File: config.mk
export PLATFORM = sky130hd
export DESIGN_NAME = serial_comp
export DESIGN_NICKNAME = d
export VERILOG_FILES = /design/src/rtl/comp_pkg.sv /design/src/rtl/digit_comp.sv /design/src/rtl/serial_comp.sv
export SDC_FILE = /design/constraint.sdc
export NUM_CORES = 1
export LEC_CHECK = 0
export ABC_AREA = 1
export CORE_ASPECT_RATIO = 0.7
export CORE_MARGIN = 1
export CORE_UTILIZATION = 40
export DETAILED_ROUTE_END_ITERATION = 8
export PLACE_DENSITY_LB_ADDON = 0.08
export SETUP_SLACK_MARGIN = 0.4
export SYNTH_ARGS = -nofsm -noshare
export SYNTH_HDL_FRONTEND = slang
export SYNTH_SLANG_ARGS = --single-unit
File: constraint.sdc
create_clock -name CLK -period 3.9 [get_ports CLK]
set_input_delay 0.39 -clock CLK [delete_from_list [all_inputs] [get_ports CLK]]
set_output_delay 0.39 -clock CLK [all_outputs]
set_load 0.01 [all_outputs]
File: src/rtl/comp_pkg.sv
// rtl/comp_pkg.sv - shared state and result encodings for the serial comparator
package comp_pkg;

  typedef enum logic [1:0] {
    IDLE = 2'd0,
    SCAN = 2'd1,
    HOLD = 2'd2
  } state_t;

  // Result vectors are ordered {LG, EQ, RG}
  localparam logic [2:0] RES_LG   = 3'b100;
  localparam logic [2:0] RES_EQ   = 3'b010;
  localparam logic [2:0] RES_RG   = 3'b001;
  localparam logic [2:0] RES_NONE = 3'b000;

  function automatic int idx_width(input int n);
    return (n > 1) ? $clog2(n) : 1;
  endfunction

endpackage

File: src/rtl/digit_comp.sv
// rtl/digit_comp.sv - combinational one-hot magnitude compare of one digit
module digit_comp
  import comp_pkg::*;
#(
  parameter int DIGIT = 4
) (
  input  logic [DIGIT-1:0] A,
  input  logic [DIGIT-1:0] B,
  output logic [2:0]       RES
);

  always_comb begin
    RES = RES_EQ;
    if (A > B)      RES = RES_LG;
    else if (A < B) RES = RES_RG;
  end

endmodule

File: src/rtl/serial_comp.sv
// rtl/serial_comp.sv - digit-serial signed/unsigned comparator with early exit
module serial_comp
  import comp_pkg::*;
#(
  parameter int WIDTH = 16,
  parameter int DIGIT = 4
) (
  input  logic             CLK,
  input  logic             RST,
  input  logic             IN_VALID,
  output logic             IN_READY,
  input  logic [WIDTH-1:0] X,
  input  logic [WIDTH-1:0] Y,
  input  logic             SIGNED_MODE,
  output logic             OUT_VALID,
  input  logic             OUT_READY,
  output logic             LG_OUT,
  output logic             EQ_OUT,
  output logic             RG_OUT
);

  localparam int N  = WIDTH / DIGIT;
  localparam int IW = idx_width(N);
  localparam logic [IW-1:0] TOP_IDX = IW'(N - 1);

  state_t           state;
  logic [WIDTH-1:0] x_q;
  logic [WIDTH-1:0] y_q;
  logic             sgn_q;
  logic [IW-1:0]    idx;
  logic [2:0]       res_q;

  logic [DIGIT-1:0] sign_flip;
  logic [DIGIT-1:0] a_dig;
  logic [DIGIT-1:0] b_dig;
  logic [2:0]       dig_res;

  // Flipping both sign bits maps two's-complement order onto unsigned order
  always_comb begin
    sign_flip = '0;
    if (sgn_q && idx == TOP_IDX) sign_flip[DIGIT-1] = 1'b1;
    a_dig = DIGIT'(x_q >> (int'(idx) * DIGIT)) ^ sign_flip;
    b_dig = DIGIT'(y_q >> (int'(idx) * DIGIT)) ^ sign_flip;
  end

  digit_comp #(.DIGIT(DIGIT)) u_digit (
    .A   (a_dig),
    .B   (b_dig),
    .RES (dig_res)
  );

  always_ff @(posedge CLK) begin
    if (RST) begin
      state     <= IDLE;
      IN_READY  <= 1'b1;
      OUT_VALID <= 1'b0;
      res_q     <= RES_NONE;
      idx       <= '0;
      x_q       <= '0;
      y_q       <= '0;
      sgn_q     <= 1'b0;
    end else begin
      case (state)
        IDLE: begin
          if (IN_VALID && IN_READY) begin
            x_q      <= X;
            y_q      <= Y;
            sgn_q    <= SIGNED_MODE;
            idx      <= TOP_IDX;
            IN_READY <= 1'b0;
            state    <= SCAN;
          end
        end
        SCAN: begin
          if (dig_res != RES_EQ || idx == '0) begin
            res_q     <= dig_res;
            OUT_VALID <= 1'b1;
            state     <= HOLD;
          end else begin
            idx <= idx - IW'(1);
          end
        end
        HOLD: begin
          if (OUT_READY) begin
            res_q     <= RES_NONE;
            OUT_VALID <= 1'b0;
            IN_READY  <= 1'b1;
            state     <= IDLE;
          end
        end
        default: begin
          res_q     <= RES_NONE;
          OUT_VALID <= 1'b0;
          IN_READY  <= 1'b1;
          state     <= IDLE;
        end
      endcase
    end
  end

  assign {LG_OUT, EQ_OUT, RG_OUT} = res_q;

endmodule

==> tab_implementation.tex <==
\begin{tabular}{lr}
\hline
Metric & Value \\
\hline
\multicolumn{2}{l}{\textbf{Clock network}} \\
Number of hold buffers added after CTS & 0 \\
Post-CTS setup buffers & 0 \\
Clk Latency, worst-skew pair & 0.28 ns \\
CTS buffer count & 5 \\
Clk buf depth & 2 \\
Register clock-pin slew on the reported worst setup and hold paths & 0.07 ns \\
Resized Gates After CTS & 0 \\
Clock root buffer & sky130\_fd\_sc\_hd\_\_clkbuf\_8 \\
CTS tree & done \\
\# clock sinks & 42 \\
Clock H-tree levels & 2 \\
\multicolumn{2}{l}{\textbf{STA}} \\
Peak clock frequency supported by timing & 384 MHz \\
Worst-Margin Slew & 0.918 ns \\
Final period util & 66.8\% \\
Unrepaired setup endpoints after global routing & false \\
Final setup skew & 0.00541 ns \\
Number of hold-slack violations in the final timing report & 0 \\
Worst slew margin relative to its limit & between 30\% and 40\% \\
Final total negative setup slack & 0 ns \\
Number of pins exceeding their max-slew limit in the final report & 0 \\
Crit path time final & between 2 and 3 ns \\
Final setup violation count & 0 \\
\multicolumn{2}{l}{\textbf{GRT}} \\
Antenna violations before repair & 0 \\
Vias in the first global route & roughly 1.5k \\
GR Util All Layers & 17.4\% \\
Largest net degree at the start of global routing & 39 \\
Global-route wire length before repair & 6.88 mm \\
Remaining global-route overflow & 0 \\
\multicolumn{2}{l}{\textbf{Die}} \\
Floorplan core area & 0.00448 mm² \\
Number of placed I/O pins & 42 \\
Die height & $\sim$60 µm \\
Die Footprint & just over 0.005 mm² \\
Site row count & 20 \\
Floorplan die width & about 85 µm \\
Starting Density & 42.9\% \\
\multicolumn{2}{l}{\textbf{Cells and area}} \\
Share of layout cells above drive strength 1 & under 10\% \\
Cell area after layout & 0.00238 mm² \\
Synthesis-to-layout area growth & 24.0\% \\
Net count reported at finish & 340 \\
Antenna Cells & 0 \\
Filler instances & 455 \\
Area occupied by multi-input gates & about 930 µm² \\
End-of-flow core utilization & a little over half \\
Sequential Area & between 800 and 900 µm² \\
\multicolumn{2}{l}{\textbf{Routing}} \\
Average wire per standard cell & around 11 µm \\
Total via count after detailed routing & 1,703 \\
Number of violations reported at the end of detailed-routing iteration 0 & 53 \\
Number of vias per cell & 4.84 \\
Final wirelength & 4.00 mm \\
Antenna viol nets, final & 0 \\
Total iterations of the first detailed-routing run & 6 \\
DRC violation count after routing & 0 \\
\multicolumn{2}{l}{\textbf{Logic synthesis}} \\
Portion of the post-synthesis area used by sequential elements & 43.8\% \\
Count of synthesis-stage warnings from yosys & 0 \\
Post-synth net total & just over 300 \\
Flops \& latches, synth & 42 \\
Cells after synthesis & 263 \\
Cell area after synthesis & 0.00192 mm² \\
Post-synthesis average cell area & 7.30 µm² \\
Synth cell types & 25 \\
\multicolumn{2}{l}{\textbf{Hold path}} \\
Number of stages on the worst hold path & 2 \\
Min-delay worst type & register to register \\
\multicolumn{2}{l}{\textbf{Power and ir drop}} \\
Leak Pwr & 0.962 nW \\
Power density relative to cell area & 421 mW/mm² \\
Highest ir drop seen on vdd & 0.000202 V \\
\multicolumn{2}{l}{\textbf{Status}} \\
Run status & completed \\
\multicolumn{2}{l}{\textbf{Critical path}} \\
FF-to-FF path depth & 14 \\
Arrival time of the worst setup path & $\sim$2.8 ns \\
Buffering stage count on the worst path with inverters included & 2 \\
Number of cells on the critical path & 14 \\
Crit path max fanout & 19 \\
Critical Path Max Stage Delay & 0.70 ns \\
Critical path's most frequent cell & sky130\_fd\_sc\_hd\_\_nand2\_1 \\
Type of the setup path with the least slack & register to register \\
Critical Path End Type & register \\
Kind of cell with the highest combined delay on the critical path & simple AND/OR/NAND/NOR gates \\
Worst Setup Start Kind & register \\
List of cells traversed by the critical path & inv\_2, o21ai\_0, o22ai\_1, xor2\_1, ha\_1, nand2\_1, inv\_1, nand2\_1, nand2\_1, nand3\_2, nand2\_1, nand2\_1, nand2\_1, nor2\_1 \\
Cell at the slowest stage of the critical path & sky130\_fd\_sc\_hd\_\_dfxtp\_1 \\
CP required & a little over 4 ns \\
\multicolumn{2}{l}{\textbf{Place}} \\
Hpwl dp & 2.89 mm \\
Cell area reported after detailed placement & 0.00230 mm² \\
Final weighted congestion in routability-driven placement & 0.828 \\
Port Buf Inserts & slightly above 40 \\
\multicolumn{2}{l}{\textbf{Job}} \\
Maximum capacitance violations & 0 \\
\hline
\end{tabular}
## worst register-to-register path, cell delays in order (launching register included)
cell and delay, ns:
sky130_fd_sc_hd__dfxtp_1 0.70, sky130_fd_sc_hd__inv_2 0.27, sky130_fd_sc_hd__o21ai_0 0.21, sky130_fd_sc_hd__o22ai_1 0.10
sky130_fd_sc_hd__xor2_1 0.15, sky130_fd_sc_hd__ha_1 0.30, sky130_fd_sc_hd__nand2_1 0.09, sky130_fd_sc_hd__inv_1 0.07
sky130_fd_sc_hd__nand2_1 0.05, sky130_fd_sc_hd__nand2_1 0.11, sky130_fd_sc_hd__nand3_2 0.16, sky130_fd_sc_hd__nand2_1 0.14
sky130_fd_sc_hd__nand2_1 0.07, sky130_fd_sc_hd__nand2_1 0.05, sky130_fd_sc_hd__nor2_1 0.05
## layer usage
layer  vias up  share of wire (%)  global-route usage (%)
met1       747                 58                    25.7
met5         -                  0                       0
met3         5                3.5                    4.70
met2        27                 37                    25.0
met4         0               0.92                    4.36
li1        924                  -                       -
## synthesized netlist by cell type
library cell	instances	area [µm²]
sky130_fd_sc_hd__nor2_1	85	319
sky130_fd_sc_hd__dfxtp_1	42	841
sky130_fd_sc_hd__nand2_1	29	109
sky130_fd_sc_hd__o21ai_0	29	145
sky130_fd_sc_hd__o21ai_1	15	75.1
sky130_fd_sc_hd__inv_1	10	37.5
sky130_fd_sc_hd__a21oi_1	9	45.0
sky130_fd_sc_hd__ha_1	6	75.1
sky130_fd_sc_hd__o22ai_1	5	31.3
sky130_fd_sc_hd__buf_2	4	20.0
sky130_fd_sc_hd__buf_4	4	30.0
sky130_fd_sc_hd__nand3_1	4	20.0
sky130_fd_sc_hd__a32o_1	3	30.0
sky130_fd_sc_hd__buf_6	3	33.8
sky130_fd_sc_hd__clkbuf_1	3	11.3
sky130_fd_sc_hd__inv_2	2	7.51
sky130_fd_sc_hd__nor3_2	2	20.0
sky130_fd_sc_hd__clkinv_2	1	5.00
sky130_fd_sc_hd__nand2_2	1	6.26
sky130_fd_sc_hd__nand3_2	1	10.0
sky130_fd_sc_hd__nand3_4	1	17.5
sky130_fd_sc_hd__nor2_2	1	6.26
sky130_fd_sc_hd__o211ai_1	1	7.51
sky130_fd_sc_hd__xnor2_1	1	8.76
sky130_fd_sc_hd__xor2_1	1	8.76
## path summary, 6_finish.rpt
kind                           from                endpoint  slack (ns)
min reg2reg  OUT_VALID$_SDFFE_PP0P_  OUT_VALID$_SDFFE_PP0P_        0.46
max reg2reg     idx[0]$_SDFFE_PP0P_     idx[1]$_SDFFE_PP0P_        1.30
min          OUT_VALID$_SDFFE_PP0P_  OUT_VALID$_SDFFE_PP0P_        0.46
max             idx[0]$_SDFFE_PP0P_     idx[1]$_SDFFE_PP0P_        1.30
## registers in the layout, summed over array words and instances, names as in the netlist
signal,count
IN_READY,1
OUT_VALID,1
idx,2
res_q,3
x_q,16
y_q,16
sgn_q,1
state,2
## logic make-up after synthesis
kind of cell,after synthesis,share of synthesized area (%)
and+or+nand+nor,124,26.5
DFF,42,43.8
xor gates and xnor gates,2,0.912
buffers and inverters,27,7.56
AOI/OAI and AO/OA,62,17.4
adders and majority gates,6,3.91
## layout by cell type (no fill, tap or decap)
cell                              instances
sky130_fd_sc_hd__nor3_2                   2
sky130_fd_sc_hd__o22ai_1                  5
sky130_fd_sc_hd__o21ai_0                 29
sky130_fd_sc_hd__xnor2_1                  1
sky130_fd_sc_hd__ha_1                     6
sky130_fd_sc_hd__clkdlybuf4s50_1         41
sky130_fd_sc_hd__clkbuf_8                 5
sky130_fd_sc_hd__nor2_1                  85
sky130_fd_sc_hd__clkbuf_1                 2
sky130_fd_sc_hd__a21oi_1                  9
sky130_fd_sc_hd__nand3_1                  4
sky130_fd_sc_hd__nand3_2                  1
sky130_fd_sc_hd__inv_1                   10
sky130_fd_sc_hd__xor2_1                   1
sky130_fd_sc_hd__inv_2                    2
sky130_fd_sc_hd__dfxtp_1                 42
sky130_fd_sc_hd__o21ai_1                 15
sky130_fd_sc_hd__nor2_2                   1
sky130_fd_sc_hd__clkinv_2                 1
sky130_fd_sc_hd__nand3_4                  1
sky130_fd_sc_hd__nand2_1                 29
sky130_fd_sc_hd__nand2_2                  1
sky130_fd_sc_hd__a32o_1                   3
sky130_fd_sc_hd__o211ai_1                 1
## metrics by stage
step / cells / power [mW] / setup slack, ns / hold slack [ns]
finish: 352 / 1.00 / 1.30 / 0.464
global route: 352 / 1.08 / 0.964 / 0.492
CTS: 352 / 1.02 / 1.30 / 0.465
detailed placement: 345 / 0.760 / 1.32 / 0.455
global placement: 345 / 0.758 / 1.43 / 0.456
floorplan: 263 / 0.685 / 1.95 / 0.449
## final cells by class
cell class,instances,area share [%]
Multi-Input combinational cell,194,39.3
Sequential cell,42,35.3
Timing Repair Buffer,41,17.2
Clock buffer,7,3.21
Tap cell,55,2.89
Inverter,13,2.10
## power breakdown
| part | total, mW | internal [mW] | switching, mW |
|---|---|---|---|
| clock network | 0.253 | 0.123 | 0.130 |
| registers | 0.503 | 0.471 | 0.0320 |
| logic | 0.246 | 0.113 | 0.133 |
(Power assumes the default switching activity.)
